[src/rtl/customized_sequence_scheduler.sv]
// Playlist controller for customized_sequence_module: plays descriptor
// slots back-to-back and parks the generator on a constant-0 pattern.
module customized_sequence_scheduler #(
  parameter int NUM_SLOTS = 4,
  parameter int DATA_W    = 256,
  parameter int SLOT_W    = 4
) (
  input  logic              clk,
  input  logic              rst_n,
  input  logic              cfg_we,
  input  logic [SLOT_W-1:0] cfg_addr,
  input  logic [7:0]        cfg_length,
  input  logic [7:0]        cfg_cycle,
  input  logic [7:0]        cfg_repeat,
  input  logic [DATA_W-1:0] cfg_data,
  input  logic [SLOT_W-1:0] last_slot,
  input  logic              loop_en,
  input  logic              start,
  input  logic              stop,
  output logic [7:0]        gen_length,
  output logic [7:0]        gen_cycle,
  output logic [DATA_W-1:0] gen_data,
  output logic              gen_refresh,
  output logic              busy,
  output logic [SLOT_W-1:0] cur_slot,
  output logic              slot_done,
  output logic              list_done,
  output logic              err
);

  localparam int AW = (NUM_SLOTS > 1) ? $clog2(NUM_SLOTS) : 1;
  localparam logic [SLOT_W:0] NS = (SLOT_W+1)'(NUM_SLOTS);
  localparam logic [SLOT_W-1:0] LAST_MAX = SLOT_W'(NUM_SLOTS - 1);

  typedef enum logic [1:0] {IDLE, LOAD, RUN, PARK} state_t;

  state_t state, state_d;

  logic [7:0]        len_t [NUM_SLOTS];
  logic [7:0]        cyc_t [NUM_SLOTS];
  logic [7:0]        rep_t [NUM_SLOTS];
  logic [DATA_W-1:0] dat_t [NUM_SLOTS];

  logic [7:0]        len_q, cyc_q, rep_q;
  logic [DATA_W-1:0] dat_q;
  logic [7:0]        cyc_cnt, bit_cnt, rep_cnt;
  logic [SLOT_W-1:0] slot_q, last_c, nxt_slot, rd_slot;
  logic [AW-1:0]     rd_idx, wr_idx;
  logic [7:0]        t_len, t_cyc, t_rep;
  logic [DATA_W-1:0] t_dat;
  logic              t_valid, wr_ok, wrap_ok, last_pass;
  logic              load, park, go, err_set;

  assign wr_ok  = cfg_we && ({1'b0, cfg_addr} < NS);
  assign wr_idx = cfg_addr[AW-1:0];

  always_ff @(posedge clk or negedge rst_n) begin
    if (!rst_n) begin
      for (int i = 0; i < NUM_SLOTS; i++) begin
        len_t[i] <= '0;
        cyc_t[i] <= '0;
        rep_t[i] <= '0;
        dat_t[i] <= '0;
      end
    end else if (wr_ok) begin
      len_t[wr_idx] <= cfg_length;
      cyc_t[wr_idx] <= cfg_cycle;
      rep_t[wr_idx] <= cfg_repeat;
      dat_t[wr_idx] <= cfg_data;
    end
  end

  assign last_c   = ({1'b0, last_slot} >= NS) ? LAST_MAX : last_slot;
  assign nxt_slot = (slot_q < last_c) ? slot_q + SLOT_W'(1) : '0;
  assign wrap_ok  = (slot_q < last_c) || loop_en;

  // In RUN the table is read at the next slot so the refresh of the
  // following descriptor can be issued in the final clock of this one.
  assign rd_slot = (state == RUN) ? nxt_slot : slot_q;
  assign rd_idx  = rd_slot[AW-1:0];
  assign t_len   = len_t[rd_idx];
  assign t_cyc   = cyc_t[rd_idx];
  assign t_rep   = rep_t[rd_idx];
  assign t_dat   = dat_t[rd_idx];
  assign t_valid = (t_len != 8'd0) && (t_cyc != 8'd0);

  assign last_pass = (rep_q != 8'd0)
                  && (cyc_cnt == cyc_q - 8'd1)
                  && (bit_cnt == len_q - 8'd1)
                  && (rep_cnt == rep_q - 8'd1);

  always_comb begin
    state_d   = state;
    load      = 1'b0;
    park      = 1'b0;
    go        = 1'b0;
    err_set   = 1'b0;
    slot_done = 1'b0;
    list_done = 1'b0;
    unique case (state)
      IDLE: begin
        if (start && !stop) begin
          go      = 1'b1;
          state_d = LOAD;
        end
      end
      LOAD: begin
        if (stop) begin
          state_d = PARK;
        end else if (!t_valid) begin
          err_set = 1'b1;
          state_d = PARK;
        end else begin
          load    = 1'b1;
          state_d = RUN;
        end
      end
      RUN: begin
        if (stop) begin
          state_d = PARK;
        end else if (last_pass) begin
          slot_done = 1'b1;
          if (!wrap_ok) begin
            list_done = 1'b1;
            state_d   = PARK;
          end else if (!t_valid) begin
            err_set = 1'b1;
            state_d = PARK;
          end else begin
            load = 1'b1;
          end
        end
      end
      PARK: begin
        park    = 1'b1;
        state_d = IDLE;
      end
      default: state_d = IDLE;
    endcase
  end

  assign gen_refresh = load | park;
  assign gen_length  = park ? 8'd1 : (load ? t_len : len_q);
  assign gen_cycle   = park ? 8'd1 : (load ? t_cyc : cyc_q);
  assign gen_data    = park ? '0 : (load ? t_dat : dat_q);
  assign busy        = (state == LOAD) || (state == RUN);
  assign cur_slot    = slot_q;

  always_ff @(posedge clk or negedge rst_n) begin
    if (!rst_n) begin
      state   <= IDLE;
      len_q   <= 8'd1;
      cyc_q   <= 8'd1;
      rep_q   <= 8'd0;
      dat_q   <= '0;
      cyc_cnt <= 8'd0;
      bit_cnt <= 8'd0;
      rep_cnt <= 8'd0;
      slot_q  <= '0;
      err     <= 1'b0;
    end else begin
      state <= state_d;
      if (go) begin
        slot_q <= '0;
        err    <= 1'b0;
      end
      if (err_set) err <= 1'b1;
      if (load) begin
        len_q   <= t_len;
        cyc_q   <= t_cyc;
        rep_q   <= t_rep;
        dat_q   <= t_dat;
        slot_q  <= rd_slot;
        cyc_cnt <= 8'd0;
        bit_cnt <= 8'd0;
        rep_cnt <= 8'd0;
      end else if (park) begin
        len_q <= 8'd1;
        cyc_q <= 8'd1;
        rep_q <= 8'd0;
        dat_q <= '0;
      end else if (state == RUN) begin
        if (cyc_cnt == cyc_q - 8'd1) begin
          cyc_cnt <= 8'd0;
          if (bit_cnt == len_q - 8'd1) begin
            bit_cnt <= 8'd0;
            rep_cnt <= rep_cnt + 8'd1;
          end else begin
            bit_cnt <= bit_cnt + 8'd1;
          end
        end else begin
          cyc_cnt <= cyc_cnt + 8'd1;
        end
      end
    end
  end

endmodule

[config.mk]
export PLATFORM = sky130hd
export DESIGN_NAME = customized_sequence_scheduler
export DESIGN_NICKNAME = d
export VERILOG_FILES = /design/src/rtl/customized_sequence_scheduler.sv
export SDC_FILE = /design/constraint.sdc
export NUM_CORES = 2
export LEC_CHECK = 0
export BUFFER_PORTS_ARGS = -buffer_cell sky130_fd_sc_hd__buf_4
export CORE_MARGIN = 2
export CORE_UTILIZATION = 42
export DETAILED_ROUTE_END_ITERATION = 7
export PLACE_DENSITY_LB_ADDON = 0.15
export SLEW_MARGIN = 20
export SYNTH_ARGS = -nofsm -noshare
export SYNTH_HDL_FRONTEND = slang
export SYNTH_SLANG_ARGS = --single-unit
[constraint.sdc]
create_clock -name clk -period 3.3 [get_ports clk]
set_input_delay 0.165 -clock clk [delete_from_list [all_inputs] [get_ports clk]]
set_output_delay 0.165 -clock clk [all_outputs]
set_load 0.005 [all_outputs]
# == Word-level counts from Yosys, hierarchy flattened ==
# Index checks and enable logic that the tools add are counted.
# word_totals
ff_bits,1431
latchBits,0
ramBits,0
mem_bits_ro,0
inputBits,294
output_inout_bits,281
elab_cells,163
memories,0
# op_classes
n_addsub,7
multipliers,0
div_mod_pow,0
order_cmp,6
eq_ne,11
shifts,0
muxes,84
bitwise_logic,3
n_reduce_logical,25
# ops
op,count
$mux W256,7
$bwmux W1024,1
$bmux W256 S2,1
$demux W256 S2,1
$mux W8,30
$bwmux W32,3
$bmux W8 S2,3
$add A8 B1 Y8 const B,3
$eq A8 B8 Y1,3
$mux W1,24
$reduce_bool A8 Y1,3
$sub A8 B1 Y8 const B,3
$mux W4,5
$demux W8 S2,1
$reduce_bool A2 Y1,6
$mux W2,5
$pmux W2 S4,1
$logic_and A1 B1 Y1,7
$ge A3 B3 Y1 const B,2
$not A2 Y3,2
$reduce_and A3 Y1,2
$add A4 B1 Y4 const B,1
$eq A2 B2 Y1 const B,2
$ge A4 B3 Y1 const B,1
15 further kinds,19

# == Depth between registers and ports, before layout ==
# depth
ltp_word,18
ltp_mapped,15
mapped_depth_nobuf,11

# == Worst setup path before layout ==
# OpenSTA, ideal clock, no wires.
# synth_path
path_kind,reg2out
from,register slot_q[1] (netlist: cur_slot[1])
to,output port gen_data[100]
t_arrival_ps,3135
t_required_ps,3135
slack_ps,0
path_stages_with_launch,15
path_buffers,4
cell_sequence,dfrtp_1 -> ha_1 -> or4b_4 -> a21oi_4 -> o21a_2 -> buf_4 -> a21oi_1 -> a22o_1 -> a32oi_2 -> and2_1 -> buf_6 -> buf_4 -> buf_4 -> nand3_1 -> a21oi_1
# synth_between
elab_chain_len,16
elab_cells_between_ends,26
cone_classes,add/sub (1); order compare (1); mux (19); bitwise (1); reduce/logical (4)
# synth_rtl
item,line,text
start: declaration,47,"logic [SLOT_W-1:0] slot_q, last_c, nxt_slot, rd_slot;"
start signal: assignment,173,slot_q <= rd_slot;
$add A4 B1 Y4 or $lt A4 B4 Y1 (tied branches),"74, 75",
$mux W4,74,assign nxt_slot = (slot_q < last_c) ? slot_q + SLOT_W'(1) : '0;
$mux W4,79,assign rd_slot = (state == RUN) ? nxt_slot : slot_q;
$not A2 Y3 (not written as such),"81, 82, 84",
"$bmux W8 S2, on equally long branches","81, 82",
"$mux W8, on equally long branches (2 in a row)","81, 82",
$reduce_bool A8 Y1,85,assign t_valid = (t_len != 8'd0) && (t_cyc != 8'd0);
$logic_and A1 B1 Y1,85,
$mux W1,"110, 126",
$mux W1,123,if (!wrap_ok) begin
$mux W1,121,end else if (last_pass) begin
$mux W1,119,if (stop) begin
$pmux W1 S2,100,unique case (state)
$mux W256 (*) (2 in a row),145,assign gen_data = park ? '0 : (load ? t_dat : dat_q);
end: declaration,22,"output logic [DATA_W-1:0] gen_data,"
# Mark *: on every way between the ends. The rest lies on a longest branch, timed or not. The select of a mux whose other input is x is not followed.

# == Worst setup path in the final report ==
# layout_path
from,register slot_q[1] (netlist: cur_slot[1])
to,output port gen_data[125]
# The elaborated chain is that of the path after synthesis.

==> impl_metrics.json <==
{
  "setup_viol": 514,
  "status": "finished with violations",
  "clk_path_buf_depth": 3,
  "ys_async_sr_fraction_pct": 100.0,
  "grt_pass1_wl_um": 303000,
  "crit_type": "flop to output pin",
  "fin_hold_ws_ns": 0.03146,
  "die_x_um": 398.7,
  "drtAntennaViolNets": 0,
  "vias": 51000,
  "p_leak_nw": 39.84,
  "wirelength_um": 200200,
  "slew_viol_final": 0,
  "relSlewSlack_pct": 30.40,
  "io_buffers": 574,
  "floorplan.rows": 144,
  "grt_pass1_vias": 50980,
  "arrival_ns": 4.31,
  "cp_common_cell": "buf_4",
  "power_density_nw_per_um2": 884.8,
  "vias_per_cell": 5.415,
  "ir_worst_vdd_v": 0.001035,
  "h-tree-depth": 4,
  "cp-end-kind": "output pin",
  "drc": 0,
  "ys_ff_latch": 1431,
  "crit_path_max_fanout": 7,
  "synthCells": 6137,
  "dieArea_um2": 159000,
  "nFillCells": 13080,
  "path_cells": "ha_4 > or4b_4 > a21oi_4 > buf_12 > o21a_4 > buf_6 > nor4_1 > o22a_1 > a32oi_4 > and2_4 > buf_12 > buf_16 > buf_4 > buf_4 > nand3_1 > a21oi_1 > buf_4",
  "drv_cap": 0,
  "synth_top_cells_by_area": "dfrtp_1 55%, mux2_2 19%, nand2_1 8.1%",
  "grt_antenna_before_repair": 41,
  "dp_hpwl_um": 120500,
  "rsz0062_at_grt": "yes",
  "yosysTopAreaCell": "dfrtp_1",
  "start_kind": "flop",
  "hold_viol_final": 0,
  "start_util_pct": 42.38,
  "violations": "negative setup slack",
  "ys_warn_count": 0,
  "synth.most_common_cell": "dfrtp_1",
  "r2r-start": "cur_slot[1]",
  "grt_max_degree": 144,
  "hold_path.class": "primary input to asynchronous set/reset pin",
  "skew_ns": 0.05983,
  "synth_top_area_share_pct": 54.65,
  "firstDrtPassIters": 6,
  "area_growth_pct": 34.23,
  "fin_util_pct": 56.88,
  "clock_latency_ns": 0.78,
  "io-pin-count": 575,
  "cts_buffers": 160,
  "crit_path_top_delay_cell": "or4b_4",
  "synthTopCellsByCount": "1,429 x dfrtp_1, 1,411 x nand2_1, 1,125 x mux2_2",
  "fmax_ghz": 0.2234,
  "synth_enable_flop_cells": 0,
  "place_congestion": 0.8159,
  "synth-main-ff-cell": "dfrtp_1",
  "chipHeight_um": 398.7,
  "tightest_slew_ns": 1.044,
  "seq_area_frac_synth_pct": 54.73,
  "wl_per_cell_um": 21.26,
  "synth.cell_area_um2": 65440,
  "drive_above_1_share_pct": 40.53,
  "root_buffer": "clkbuf_16",
  "period_share_pct": 135.6,
  "period_needed_ns": 4.475,
  "grt-ovfl-total": 0,
  "path_clk_slew_ns": 0.06,
  "coreArea_um2": 154400,
  "clkSinkCount": 1431,
  "synthDistinctLibCells": 64,
  "cts_tree": "built",
  "track_usage_pct": 24.22,
  "syn_area_per_cell_um2": 10.66,
  "finalWorstSetupSlack_ns": -1.175,
  "nets": 7541,
  "drtIter0Drc": 3254,
  "crit_path_start": "cur_slot[1]",
  "slowest_delay_ns": 0.47,
  "cp.required_ns": 3.13
}
[stage by stage]
step	total power, mW	instance area (um2)	instances	worst slack (ns)	setup TNS (ns)
final	77.72	87830	9419	-1.175	-306.87
after global routing	82.41	87830	9417	-1.346	-390.32
after CTS	74.52	84010	9348	-1.197	-313.68
after detailed placement	54.83	74730	8754	-0.5246	-96.99
after global placement	54.38	74730	8754	-0.5183	-95.55
after floorplan	42.02	65450	6138	0.01518	0
[path summary, 6_finish.rpt]
check	to	slack (ns)	cells after the start
worst max-delay path	gen_data[125]	-1.18	17
worst min-delay path	dat_t[224]	0.03	2
worst max register to register	rep_cnt[3]	-0.34	15
worst min register to register	dat_t[210]	0.50	1
max in group asynchronous	dat_q[85]	1.94	3
min in group clk	dat_t[54]	0.08	4
[layer usage]
metal	track usage, %	routed length (um)
met1	33.52	90410
met2	39.14	95840
met3	4.200	8877
met4	6.765	4783
met5	0	310
[cells in the final DEF (no fill, tap or decap), drive strengths merged, types with 4 or more instances in the layout]
master	Yosys	routed
a22o	5	5
xor2	11	11
nor2	35	35
clkbuf	356	270
nor4	11	11
and2	5	5
xnor2	14	14
ha	16	16
buf	94	1076
bufinv	0	4
o41ai	6	6
nand3	843	843
inv	27	31
o22ai	4	4
diode	0	17
mux2	1125	1125
nand3b	275	275
o21ai	44	44
dlygate4sd3	0	287
clkinv	0	26
a21oi	298	298
mux2i	6	6
or4	12	12
a31oi	5	5
a2111oi	4	4
and3	9	9
nor3	19	19
nand2	1411	1411
nand4	9	9
o31ai	4	4
nor3b	4	4
dfrtp	1429	1429
nand2b	14	14
a211oi	4	4
[report_power, final]
group	switching (mW)	leakage (nW)	total, mW	internal, mW
Clock	7.41	2.65	18.1	10.7
Sequential	2.30	18.0	24.9	22.6
Combinational	20.2	19.2	34.7	14.5
Total	29.9	39.8	77.7	47.8
[cell families (layout without fill, tap and decap cells)]
family	count (synthesis)	count (layout)	synth area share (%)
AO/OA/AOI/OAI	394	395	3.296
AND/OR/NAND/NOR	2662	2662	18.88
multiplexers	1131	1131	19.45
flip-flops	1431	1431	54.73
buffers and inverters	477	1696	3.002
adder cells (fa/ha/maj)	16	16	0.3059
XOR/XNOR	25	25	0.3346
other	1	19	0.005731
[flip-flops by register name (all words and copies together), names as in the netlist]
| signal | cells |
|---|---|
| len_q | 8 |
| rep_q | 8 |
| cyc_q | 8 |
| dat_t | 1024 |
| dat_q | 256 |
| bit_cnt | 8 |
| cyc_cnt | 8 |
| rep_t | 32 |
| cyc_t | 32 |
| cur_slot | 4 |
| state | 2 |
| err | 1 |
| len_t | 32 |
| rep_cnt | 8 |
[cell type report]
type	count	area [um2]	area share [%]
Antenna cell	17	42.54	0.04843
Clock buffer	253	4981	5.671
Clock inverter	36	384.1	0.4373
Inverter	27	101.3	0.1154
Multi-Input combinational cell	4231	31110	35.42
Sequential cell	1431	35810	40.77
Tap cell	2044	2557	2.912
Timing Repair Buffer	1380	12840	14.62
[what timing repair did]
action                     in CTS  in global routing
setup endpoints to repair     526                581
hold endpoints to repair     1436                  0
pin swaps                      16                132
cloned                          8                 20
buffers inserted               10                 39
hold buffers                  287                  0
resized for setup             153                606
[worst max-delay path, delay by kind of cell, from the launching register on]
kind | cells | cell delay [ns]
compound gates | 5 | 1.01
fa+ha+maj | 1 | 0.27
buf+inv | 7 | 1.00
flops | 1 | 0.40
simple gates | 4 | 0.83
No activity file was read; power rests on OpenSTA's default activity.
